[config.mk]
export PLATFORM = sky130hd
export DESIGN_NAME = xform_mb_scheduler
export DESIGN_NICKNAME = d
export VERILOG_FILES = /design/src/rtl/xform_mb_scheduler.sv
export SDC_FILE = /design/constraint.sdc
export NUM_CORES = 1
export LEC_CHECK = 0
export BUFFER_PORTS_ARGS = -buffer_cell sky130_fd_sc_hd__buf_2
export CAP_MARGIN = 10
export CORE_AREA = 2 2 354 356
export CTS_CLUSTER_SIZE = 8
export DETAILED_ROUTE_END_ITERATION = 6
export DIE_AREA = 0 0 356 358
export GPL_ROUTABILITY_DRIVEN = 1
export SYNTH_ARGS = -nofsm -noshare
export SYNTH_HDL_FRONTEND = slang
export SYNTH_SLANG_ARGS = --single-unit
[constraint.sdc]
create_clock -name clk -period 2.5 [get_ports clk]
set_input_delay 0.25 -clock clk [delete_from_list [all_inputs] [get_ports clk]]
set_output_delay 0.25 -clock clk [all_outputs]
set_load 0.02 [all_outputs]
[src/rtl/xform_mb_scheduler.sv]
// Purpose: walks the blocks of one macroblock through the shared 4x4 forward transform and hands coefficients to the quantiser.
// Latency: 6 cycles per block with the quantiser ready (READ, LOAD, ISSUE, 2x WAIT, OUT); mb_done one cycle after the last handshake.
// Backpressure: coef_valid/coef_idx/coef_data hold while coef_ready is low; new jobs are refused (mb_ready=0) until the scheduler is idle.
module xform_mb_scheduler #(
    parameter int BIT_WIDTH  = 8,
    parameter int BLOCK_SIZE = 4,
    parameter int MAX_BLK    = 24,
    parameter int TIMEOUT    = 15
) (
    input  logic                                              clk,
    input  logic                                              rst,
    input  logic                                              mb_valid,
    output logic                                              mb_ready,
    input  logic [4:0]                                        mb_nblk,
    output logic                                              rd_en,
    output logic [4:0]                                        rd_idx,
    input  logic [BIT_WIDTH*BLOCK_SIZE*BLOCK_SIZE-1:0]        rd_src,
    input  logic [BIT_WIDTH*BLOCK_SIZE*BLOCK_SIZE-1:0]        rd_ref,
    output logic                                              tr_start,
    output logic [BIT_WIDTH*BLOCK_SIZE*BLOCK_SIZE-1:0]        tr_src,
    output logic [BIT_WIDTH*BLOCK_SIZE*BLOCK_SIZE-1:0]        tr_ref,
    input  logic [(BIT_WIDTH+4)*BLOCK_SIZE*BLOCK_SIZE-1:0]    tr_out,
    input  logic                                              tr_done,
    output logic                                              coef_valid,
    input  logic                                              coef_ready,
    output logic [4:0]                                        coef_idx,
    output logic [(BIT_WIDTH+4)*BLOCK_SIZE*BLOCK_SIZE-1:0]    coef_data,
    output logic                                              mb_done,
    output logic                                              err
);

    localparam int NSAMP  = BLOCK_SIZE * BLOCK_SIZE;
    localparam int PIX_W  = BIT_WIDTH * NSAMP;
    localparam int COEF_W = (BIT_WIDTH + 4) * NSAMP;
    localparam int CNT_W  = $clog2(TIMEOUT + 1);

    typedef enum logic [2:0] {
        S_IDLE,
        S_READ,
        S_LOAD,
        S_ISSUE,
        S_WAIT,
        S_OUT,
        S_DONE
    } state_t;

    state_t              r_state;
    state_t              w_state_nxt;

    logic [4:0]          r_idx;
    logic [4:0]          r_nblk;
    logic [CNT_W-1:0]    r_cnt;
    logic                r_err;
    logic [PIX_W-1:0]    r_tr_src;
    logic [PIX_W-1:0]    r_tr_ref;
    logic [COEF_W-1:0]   r_coef_data;
    logic [4:0]          r_coef_idx;

    logic                w_accept;
    logic                w_timeout;
    logic                w_last;
    logic [4:0]          w_nblk_clamp;

    // A zero or oversized block count means "the whole macroblock".
    assign w_nblk_clamp = ((mb_nblk == 5'd0) || (32'(mb_nblk) > MAX_BLK)) ? 5'(MAX_BLK) : mb_nblk;
    assign w_last       = (r_idx == (r_nblk - 5'd1));

    assign tr_src    = r_tr_src;
    assign tr_ref    = r_tr_ref;
    assign coef_data = r_coef_data;
    assign coef_idx  = r_coef_idx;
    assign err       = r_err;

    // State register; reset abandons any job in flight.
    always_ff @(posedge clk) begin
        if (rst) begin
            r_state <= S_IDLE;
        end else begin
            r_state <= w_state_nxt;
        end
    end

    // Next-state decode and Moore-style strobes for buffer, transform and quantiser.
    always_comb begin
        w_state_nxt = r_state;
        mb_ready    = 1'b0;
        rd_en       = 1'b0;
        rd_idx      = 5'd0;
        tr_start    = 1'b0;
        coef_valid  = 1'b0;
        mb_done     = 1'b0;
        w_accept    = 1'b0;
        w_timeout   = 1'b0;
        case (r_state)
            S_IDLE: begin
                mb_ready = 1'b1;
                if (mb_valid) begin
                    w_accept    = 1'b1;
                    w_state_nxt = S_READ;
                end
            end
            S_READ: begin
                rd_en       = 1'b1;
                rd_idx      = r_idx;
                w_state_nxt = S_LOAD;
            end
            S_LOAD: begin
                w_state_nxt = S_ISSUE;
            end
            S_ISSUE: begin
                tr_start    = 1'b1;
                w_state_nxt = S_WAIT;
            end
            S_WAIT: begin
                if (tr_done) begin
                    w_state_nxt = S_OUT;
                end else if (r_cnt == CNT_W'(TIMEOUT - 1)) begin
                    // Transform is hung: abandon the rest of the macroblock.
                    w_timeout   = 1'b1;
                    w_state_nxt = S_DONE;
                end
            end
            S_OUT: begin
                coef_valid = 1'b1;
                if (coef_ready) begin
                    w_state_nxt = w_last ? S_DONE : S_READ;
                end
            end
            S_DONE: begin
                mb_done     = 1'b1;
                w_state_nxt = S_IDLE;
            end
            default: begin
                w_state_nxt = S_IDLE;
            end
        endcase
    end

    // Job bookkeeping: block count, block index and sticky timeout flag.
    always_ff @(posedge clk) begin
        if (rst) begin
            r_nblk <= 5'd0;
            r_idx  <= 5'd0;
            r_err  <= 1'b0;
        end else begin
            if (w_accept) begin
                r_nblk <= w_nblk_clamp;
                r_idx  <= 5'd0;
                r_err  <= 1'b0;
            end else if (w_timeout) begin
                r_err  <= 1'b1;
            end
            if ((r_state == S_OUT) && coef_ready && !w_last) begin
                r_idx <= r_idx + 5'd1;
            end
        end
    end

    // Timeout counter: cleared when the transform is started, counts WAIT cycles without done.
    always_ff @(posedge clk) begin
        if (rst) begin
            r_cnt <= '0;
        end else if (r_state == S_ISSUE) begin
            r_cnt <= '0;
        end else if ((r_state == S_WAIT) && !tr_done) begin
            r_cnt <= r_cnt + CNT_W'(1);
        end
    end

    // Transform operands: loaded from the buffer read data, then held until the next block's load.
    always_ff @(posedge clk) begin
        if (rst) begin
            r_tr_src <= '0;
            r_tr_ref <= '0;
        end else if (r_state == S_LOAD) begin
            r_tr_src <= rd_src;
            r_tr_ref <= rd_ref;
        end
    end

    // Coefficient capture: only a done seen in WAIT is taken; stays stable through OUT backpressure.
    always_ff @(posedge clk) begin
        if (rst) begin
            r_coef_data <= '0;
            r_coef_idx  <= 5'd0;
        end else if ((r_state == S_WAIT) && tr_done) begin
            r_coef_data <= tr_out;
            r_coef_idx  <= r_idx;
        end
    end

endmodule

Yosys cells after proc, flatten, opt, wreduce, memory -nomap -nowiden:

Cells that the tools add are included.

* divide/modulo/power cells: 0
* reductions and logical operators: 13
* multiplexer cells: 20
* shift operators: 0
* equal/unequal tests: 11
* $lt $le $gt $ge: 1
* add/subtract/negate cells: 3
* $mul: 0
* bitwise operators: 0

Operators with widths (number)
* $mux 5: 4
* $pmux 3 s6: 1
* $mux 3: 5
* $mux 1: 10
* $eq 3x3->1 const B: 3
* $eq 3x2->1 const B: 2
* $add 5x1->5 const B: 1
* $eq 5x5->1: 1
* $gt 5x5->1 const B: 1
* $logic_not 5->1: 1
* $sub 5x1->5 const B: 1
* $add 4x1->4 const B: 1
* $eq 4x4->1 const B: 1
* $logic_and 1x1->1: 4
* $ne 2x2->1 const B: 2
* $reduce_or 2->1: 2
* $eq 3x1->1 const B: 1
* $logic_not 3->1: 1
* $ne 3x3->1 const B: 1
* $reduce_and 3->1: 1
* $logic_not 1->1: 2
* $reduce_bool 2->1: 1
* $logic_or 1x1->1: 1

* RAM bits: 0
* output and inout bits: 464
* memory bits (read-only): 0
* register bits after elaboration: 471
* logic and storage cells: 57
* memories: 0
* latch bits: 0

Depth between registers and ports, before layout:

Gate-level depths: netlist of the first run.

* word-level depth: 5
* depth in mapped cells: 8
* gate-level depth less buffers: 7

Worst setup path after synthesis of the first run:

No wires, ideal clock.

* path type: register to register
* start point: register r_nblk[0]
* end point: register r_idx[3]
* library setup time: 0.074 ns
* data required time: 2.426 ns
* path slack: 0.554 ns
* stages on the path, launching flop included: 9
* arrival: 1.872 ns
* cells stage by stage: dfxtp_1 > inv_1 > ha_1 > nor2b_1 > or3_4 > a311oi_4 > buf_6 > o211ai_1 > a31oi_1

* longest elaborated chain between the ends: 5
* elaborated cells between the ends (all ways): 6
* classes of those cells: 1 x add/sub; 1 x eq/ne; 1 x mux; 3 x reduce/logical

RTL lines
* start: declaration: line 51 `logic [4:0] r_nblk;`
* start signal: assignment: line 147 `r_nblk <= w_nblk_clamp;`
* $sub 5x1->5 (*): line 66 `assign w_last = (r_idx == (r_nblk - 5'd1));`
* $eq 5x5->1 (*): line 66
* $logic_not 1->1 (*): line 153 `if ((r_state == S_OUT) && coef_ready && !w_last) begin`
* $logic_and 1x1->1 (*): line 153
* $mux 5 / $reduce_bool 2->1 (equally long branches)
* end signal: assignment: line 154 `r_idx <= r_idx + 5'd1;`
* end: declaration: line 50 `logic [4:0] r_idx;`

Every way passes the cells marked *; elsewhere a longest branch is shown, timed or not.
A chain may end at the register's enable or synchronous reset.

Final worst setup path of the first run:

* start point: register r_nblk[0]
* end point: register r_state[1]

* longest elaborated chain between the ends: 5

RTL lines
* $sub 5x1->5: line 66
* $eq 5x5->1: line 66
* $mux 3: line 126 `w_state_nxt = w_last ? S_DONE : S_READ;`
* $mux 3: line 125 `if (coef_ready) begin`
* $pmux 3 s6: line 94 `case (r_state)`
* end signal: assignment: line 79 `r_state <= w_state_nxt;`
* end: declaration: line 47 `state_t r_state;`

No other way between the ends. The select of a mux whose other input is x is not followed.

==> results_dict.tcl, run 1 <==
set metrics [dict create \
    outcome "finished clean" \
    synth_area_leaders "dfxtp_1, nand2_1, a21oi_1" \
    via_count 19887 \
    setup_viol_count_final 0 \
    fin_hold_ws_ns 0.0873 \
    final.fill_count 13304 \
    core_sq_um 123000 \
    netlist_instances 2103 \
    cp_num_buf_inv 1 \
    chipWidth_um 356 \
    num_rows 129 \
    startpoint "r_nblk[0]" \
    cp-end-kind "register" \
    fmax_ghz 0.440 \
    area_growth_pct 80.6 \
    overflow 0 \
    initialDrtViolationCount 1556 \
    crit_required_ns 3.04 \
    die_area_sq_um 127000 \
    skew_ns 0.0335 \
    rr_startpoint "r_nblk[0]" \
    placement.io_buffers 921 \
    tightest_slew_ns 0.631 \
    critPathLaunchType "register" \
    cts_num_sinks 471 \
    cts_tree "built" \
    grt_antenna_before_repair 21 \
    hp-start "mb_valid" \
    crit_slowest_cell "a311oi_4" \
    die_y_um 358 \
    synth.distinct_cells 49 \
    grt_max_degree 81 \
    post-route-period-util_pct 91.0 \
    crit_fanout 15 \
    synthTopCellsByCount "nand2_1, dfxtp_1, a21oi_1, clkbuf_1, buf_2" \
    period_needed_ns 2.27 \
    ys_seq_elements 471 \
    path_class "reg -> reg" \
    ir_drop_uv 508 \
    syn-num-nets 2565 \
    wl_per_cell_um 16.8 \
    max_cap_violations 0 \
    synth.most_common_cell "nand2_1" \
    grt_pass1_vias 19322 \
    synth_enable_flop_cells 0 \
    clk_pin_slew_worst_paths_ns 0.05 \
    yosysSeqAreaShare_pct 56.9 \
    io_pins 922 \
    viasPerCell 3.88 \
    drc 0 \
    synth_top_area_share_pct 56.9 \
    tns_ns 0 \
    ys_warn_count 0 \
    ant_nets 0 \
    finalHoldViolCount 0 \
    grt_pass1_wl_mm 120 \
    htree_levels 3 \
    wl_mm 86.2 \
    yosysTopAreaCell "dfxtp_1" \
    hold_path.class "in -> reg" \
    power_density_nw_per_um2 679 \
    max_stage_delay_ns 0.60 \
    rsz0062_at_grt "false" \
    clkLatencyLatePin_ns 0.66 \
    drv_slew 0 \
    synth_area_per_cell_sq_um 7.88 \
    drive_above_1_share_pct 31.5 \
    cp.arrival_ns 2.82 \
    cts_inserted_buffers 70 \
    cp_top_family "compound AO/OA/AOI/OAI gates" \
    initial_core_util_pct 13.4 \
    finalNetCount 3929 \
    first_pass_iters 5 \
    place_hpwl_mm 63.7 \
    root_buffer "clkbuf_16" \
    async_reset_ff_share_pct 0 \
    gp_congestion 0.953 \
    grt_usage_pct 12.6 \
    netlist_area_sq_um 16600 \
    worstPathCellList "inv_1 -> ha_1 -> nor2b_1 -> or3_4 -> a311oi_4 -> a22oi_1 -> o31ai_2" \
    cts_buffer_depth 3 \
    p_leak_nw 12.8 \
    yosys_most_used_dff "dfxtp_1" \
    timing.slew.headroom_pct 58.0 \
]
[flip-flops by register name, indices dropped and copies added (netlist names)]
| name | cells |
|---|---|
| r_nblk | 5 |
| coef_idx | 5 |
| tr_ref | 128 |
| r_idx | 5 |
| err | 1 |
| tr_src | 128 |
| coef_data | 192 |
| r_cnt | 4 |
| r_state | 3 |
[kinds of logic after synthesis]
kind of cell,share of synthesized area [%]
XOR/XNOR,0.476
AO/OA/AOI/OAI,15.1
adder cells (fa/ha/maj),0.302
buffers and inverters,4.32
flip-flops,56.9
AND/OR/NAND/NOR,22.9
[stage by stage]
stage | instances | utilization (%) | worst slack, ns | total power, mW | area [sq um]
final | 5124 | 24.3 | 0.226 | 20.3 | 29900
after detailed placement | 4573 | 18.9 | 0.255 | 11.0 | 23300
after global routing | 5122 | 24.2 | 0.0660 | 21.2 | 29900
after floorplan | 2103 | - | 0.554 | 9.60 | 16600
after CTS | 5113 | 24.2 | 0.0619 | 20.6 | 29900
after global placement | 4573 | 18.9 | 0.279 | 10.9 | 23300
[path summary, 6_finish.rpt]
path / to / slack, ns / cells after the start
max reg2reg: r_state[1] / 0.23 / 7
min reg2reg: coef_data[149] / 0.45 / 2
max: r_state[1] / 0.23 / 7
min: err / 0.09 / 3
[layout make-up]
class / count / area [sq um] / area share, %
multi-input cells: 1467 / 6430 / 21.5
inverters: 6 / 22.5 / 0.0753
clock buffers: 74 / 1820 / 6.08
diodes: 9 / 22.5 / 0.0753
clock inverters: 9 / 165 / 0.552
flip-flops and latches: 471 / 9430 / 31.5
repair buffers: 1451 / 9970 / 33.3
well taps: 1637 / 2050 / 6.85
[worst register-to-register path, cell delays in order (launching register included)]
cell and delay [ns]:
dfxtp_1 0.40, inv_1 0.07, ha_1 0.23, nor2b_1 0.14
or3_4 0.38, a311oi_4 0.60, a22oi_1 0.16, o31ai_2 0.21
[layer usage]
layer  routed length, um  track usage (%)  part of all wire (%)
met1               35800             15.3                    42
met2               39800             20.4                    46
met4                3400             6.03                   3.9
met5                  88                0                  0.10
met3                7130             3.72                   8.3
[where the power goes]
part / total (mW) / internal, mW / switching (mW)
clock network: 8.87 / 5.33 / 3.54
logic: 3.37 / 1.41 / 1.96
registers: 8.09 / 7.89 / 0.197
[layout by cell type, fill, tap and decap left out, types with 4 or more instances in the layout]
cell type	instances
nor2_1	13
xnor2_1	5
ha_1	4
a211oi_1	4
dlygate4sd3_1	457
dfxtp_1	471
diode_2	9
buf_2	920
xor2_1	4
clkinv_8	4
o211ai_1	5
and2_1	6
nand3_1	5
a21oi_1	459
nand2b_1	4
buf_4	55
nand2_1	914
clkbuf_16	72
inv_1	6
buf_12	18
[what timing repair did]
item,CTS,global route
endpoints found under the hold margin,456,0
endpoints found under the setup margin,0,1
gates resized for setup,0,0
setup buffers,0,2
hold buffers,457,0
Power figures use the tool's default switching activity.
==> run 2: changes to the inputs <==
Clock period 2.5 ns to 2.75 ns, I/O delays scaled along.
==> run 2 against run 1 <==
- utilization is 0.20 points lower
- first-iteration DRC count is 13% higher
- sequential cell count stayed put
- die area stayed put
- final area is 0.83% lower
- setup slack better by 0.12 ns
- clock-buffer cell count is 2 higher
- clock skew is 0.0092 ns lower
- via count is 0.73% higher
- global-route usage hardly changed
- critical path type is now reg -> out
- largest power group unchanged
- highest routed layer unchanged
==> results_dict.tcl, run 2 (synthesis results as in run 1) <==
set metrics [dict create \
    root_buffer "clkbuf_16" \
    grt_usage_pct 12.6 \
    finalNetCount 3915 \
    initial_core_util_pct 13.4 \
    ant_nets 0 \
    gp_congestion 0.936 \
    cp-end-kind "output pin" \
    clkPwrFrac_pct 43.0 \
    skew_ns 0.0243 \
    swShare_pct 28.3 \
    viasPerCell 3.92 \
    hold_path.class "in -> reg" \
    fin_area_sq_um 29700 \
    grt_max_degree 89 \
    cts_buffer_depth 3 \
    placement.io_buffers 921 \
    die_area_sq_um 127000 \
    setup_viol_count_final 0 \
    period_needed_ns 2.41 \
    wl_mm 86.2 \
    seqPwrFrac_pct 40.5 \
    cts_inserted_buffers 69 \
    fin_hold_ws_ns 0.0934 \
    power_density_nw_per_um2 612 \
    die_y_um 358 \
    tns_ns 0 \
    area_growth_pct 79.1 \
    tightest_slew_ns 0.786 \
    num_rows 129 \
    io_pins 922 \
    drc 0 \
    cts_num_sinks 471 \
    max_cap_violations 0 \
    switchingPower_mw 5.13 \
    htree_levels 3 \
    rsz0062_at_grt "false" \
    final_cell_mix "buf_2, nand2_1, dfxtp_1, a21oi_1, dlygate4sd3_1" \
    overflow 0 \
    drv_slew 0 \
    initialDrtViolationCount 1753 \
    placement.cell_area_sq_um 23100 \
    outcome "finished clean" \
    ir_drop_uv 443 \
    critPathLaunchType "register" \
    fmax_ghz 0.416 \
    crit_fanout 14 \
    postCtsSetupBuffers 0 \
    grt_pass1_wl_mm 121 \
    chipWidth_um 356 \
    clkLatencyLatePin_ns 0.65 \
    combinationalPowerShare_pct 16.5 \
    clk_pin_slew_worst_paths_ns 0.05 \
    p_int_mw 13.0 \
    path_class "reg -> out" \
    finalHoldViolCount 0 \
    timing.slew.headroom_pct 47.6 \
    layout_commonest_cell "buf_2" \
    drive_above_1_share_pct 31.1 \
    p_leak_nw 12.6 \
    grt_antenna_before_repair 25 \
    cts_tree "built" \
    grt_pass1_vias 19163 \
    cp.arrival_ns 2.13 \
    post-route-period-util_pct 87.5 \
    via_count 20032 \
    core_sq_um 123000 \
    first_pass_iters 5 \
    place_hpwl_mm 63.1 \
    largest_reg_flops 192 \
    wl_per_cell_um 16.8 \
    crit_required_ns 2.48 \
]
run 2: cell types whose count changed in the layout (fill, tap and decap cells not counted), moves of 2 or more:
cell,before,now
buf_4,55,50
diode_2,9,13
bufinv_16,2,0
buf_12,18,11
clkbuf_1,1,4
run 2: power groups by stage:
stage | clock (mW) | combinational (mW) | sequential, mW
2_1_floorplan | 0 | 0.887 | 7.84
3_3_place_gp | 0 | 2.42 | 7.47
3_5_place_dp | 0 | 2.44 | 7.48
4_1_cts | 8.08 | 2.99 | 7.35
5_1_grt | 8.32 | 3.21 | 7.39
6_report | 7.81 | 3.00 | 7.36
run 2: through the flow:
stage | utilization (%) | setup slack (ns) | total power [mW] | instances
CTS | 24.0 | 0.270 | 18.4 | 5101
global route | 24.0 | 0.160 | 18.9 | 5107
global placement | 18.8 | 0.527 | 9.89 | 4563
floorplan | - | 0.804 | 8.73 | 2103
detailed placement | 18.8 | 0.545 | 9.92 | 4563
finish | 24.1 | 0.345 | 18.2 | 5114
run 2: area by class of cell:
class / count / area (sq um)
clock buffer: 76 / 1810
timing repair buffer: 1438 / 9780
antenna: 13 / 32.5
inverter: 6 / 22.5
clock inverter: 6 / 104
sequential: 471 / 9430
tap: 1637 / 2050
fill: 13408 / 93700
multi-input combinational: 1467 / 6440
run 2: worst max-delay path, stage by stage (launching register included):
cell and delay [ns]:
dfxtp_1 0.60, nor3b_2 0.49, and2_1 0.23, buf_2 0.18
run 2: layer usage:
| metal | vias to the layer above | track usage [%] | share of wire [%] |
|---|---|---|---|
| li1 | 9463 | - | - |
| met1 | 9302 | 15.3 | 41 |
| met2 | 1009 | 20.0 | 46 |
| met3 | 236 | 4.06 | 9.2 |
| met4 | 22 | 6.23 | 4.2 |
| met5 | - | 0 | 0.17 |
run 2: path summary, 6_finish.rpt:
path | cells past startpoint | end | from | slack (ns)
min reg2reg | 2 | coef_idx[3] | coef_idx[3] | 0.45
min | 3 | err | mb_valid | 0.09
max | 3 | rd_idx[3] | r_state[0] | 0.34
max reg2reg | 7 | r_state[1] | r_nblk[0] | 0.51
run 2: timing repair:
item | in CTS | in global routing
endpoints found under the setup margin | 2 | 0
gates resized for setup | 1 | 0
hold endpoints to repair | 456 | 0
hold buffers | 456 | 0
==> run 3: changes to the inputs <==
Settings changed: BUFFER_PORTS_ARGS -buffer_cell sky130_fd_sc_hd__buf_2 to default, DONT_BUFFER_PORTS from default to 1.
==> run 3 against run 2 <==
- the run now fails in clock tree synthesis (4_1_cts)
- area after synthesis unchanged
- synthesized cell count unchanged
==> results_dict.tcl, run 3 <==
set metrics [dict create \
    outcome "stopped before the end" \
    lastStage "clock tree synthesis (4_1_cts)" \
    firstError "[ERROR RSZ-0060] Max buffer count reached." \
    cts_hold_buf 743 \
    synth.distinct_cells 49 \
    netlist_instances 2103 \
    htree_levels 3 \
    ys_seq_elements 471 \
    synth_area_leaders "dfxtp_1, nand2_1, a21oi_1" \
    io_pins 922 \
    yosysSeqAreaShare_pct 56.9 \
    root_buffer "clkbuf_16" \
    syn-num-nets 2565 \
    yosys_most_used_dff "dfxtp_1" \
    yosysTopAreaCell "dfxtp_1" \
    cts_buffer_depth 3 \
    chipWidth_um 356 \
    cts_num_sinks 471 \
    initial_core_util_pct 13.4 \
    cts_inserted_buffers 71 \
    synth_top_area_share_pct 56.9 \
    num_rows 129 \
    synth_area_per_cell_sq_um 7.88 \
    place_ws_ns 0.557 \
    synthTopCellsByCount "nand2_1, dfxtp_1, a21oi_1, clkbuf_1, buf_2" \
    gp_congestion 0.923 \
    synth_enable_flop_cells 0 \
    ys_warn_count 0 \
    netlist_area_sq_um 16600 \
    die_y_um 358 \
    place_hpwl_mm 58.5 \
    ctsResizeCount 0 \
    placement.io_buffers 0 \
    async_reset_ff_share_pct 0 \
    postCtsSetupBuffers 0 \
    synth.most_common_cell "nand2_1" \
]
==> run 3: cell counts after synthesis <==
No cell type changed its count.
==> run 3: stage by stage <==
stage	instances	hold slack (ns)	instance area [sq um]
after floorplan	2103	0.407	16600
after global placement	3619	0.395	18400
after detailed placement	3619	0.398	18400
==> run 3: logic make-up after synthesis <==
kind of cell / count (synthesis) / share of synthesized area [%]
buffers and inverters: 165 / 4.32
adders and majority gates: 4 / 0.302
and+or+nand+nor: 971 / 22.9
DFF: 471 / 56.9
xor gates and xnor gates: 9 / 0.476
AOI/OAI and AO/OA: 483 / 15.1
==> run 4: changes to the inputs <==
Settings changed: CORE_AREA 2 2 354 356 to 2 2 357 359, CTS_CLUSTER_SIZE 8 to default, DIE_AREA 0 0 356 358 to 0 0 359 361, PLACE_DENSITY_LB_ADDON from default to 0.15.
==> run 4 against run 3 <==
- the flow again stops in clock tree synthesis (4_1_cts)
- synthesized cell count did not move
- area after synthesis did not move
==> results_dict.tcl, run 4 <==
set metrics [dict create \
    outcome "stopped before the end" \
    lastStage "clock tree synthesis (4_1_cts)" \
    firstError "[ERROR RSZ-0060] Max buffer count reached." \
    initial_core_util_pct 13.2 \
    die_y_um 361 \
    netlist_area_sq_um 16600 \
    netlist_instances 2103 \
    synth.distinct_cells 49 \
    cts_inserted_buffers 58 \
    ys_warn_count 0 \
    htree_levels 2 \
    io_pins 922 \
    place_ws_ns 0.452 \
    synth_area_leaders "dfxtp_1, nand2_1, a21oi_1" \
    yosysSeqAreaShare_pct 56.9 \
    ctsResizeCount 0 \
    synth_area_per_cell_sq_um 7.88 \
    synth_enable_flop_cells 0 \
    cts_hold_buf 749 \
    synth_top_area_share_pct 56.9 \
    async_reset_ff_share_pct 0 \
    cts_buffer_depth 3 \
    yosys_most_used_dff "dfxtp_1" \
    ys_seq_elements 471 \
    cts_num_sinks 471 \
    root_buffer "clkbuf_16" \
    syn-num-nets 2565 \
    synth.most_common_cell "nand2_1" \
    postCtsSetupBuffers 0 \
    place_hpwl_mm 55.3 \
    num_rows 130 \
    gp_congestion 0.853 \
    synthTopCellsByCount "nand2_1, dfxtp_1, a21oi_1, clkbuf_1, buf_2" \
    placement.io_buffers 0 \
    chipWidth_um 359 \
    yosysTopAreaCell "dfxtp_1" \
]
[run 4: cell counts after synthesis]
No cell type changed its count.
[run 4: logic make-up after synthesis]
| family | share of synthesized area [%] |
|---|---|
| adders and majority gates | 0.302 |
| DFF | 56.9 |
| AOI/OAI and AO/OA | 15.1 |
| and+or+nand+nor | 22.9 |
| xor gates and xnor gates | 0.476 |
| buffers and inverters | 4.32 |
[run 4: through the flow]
step	instance area (sq um)	util (%)	instances	hold WS, ns
2_1_floorplan	16600	-	2103	0.407
3_3_place_gp	18400	14.6	3633	0.393
3_5_place_dp	18400	14.6	3633	0.396
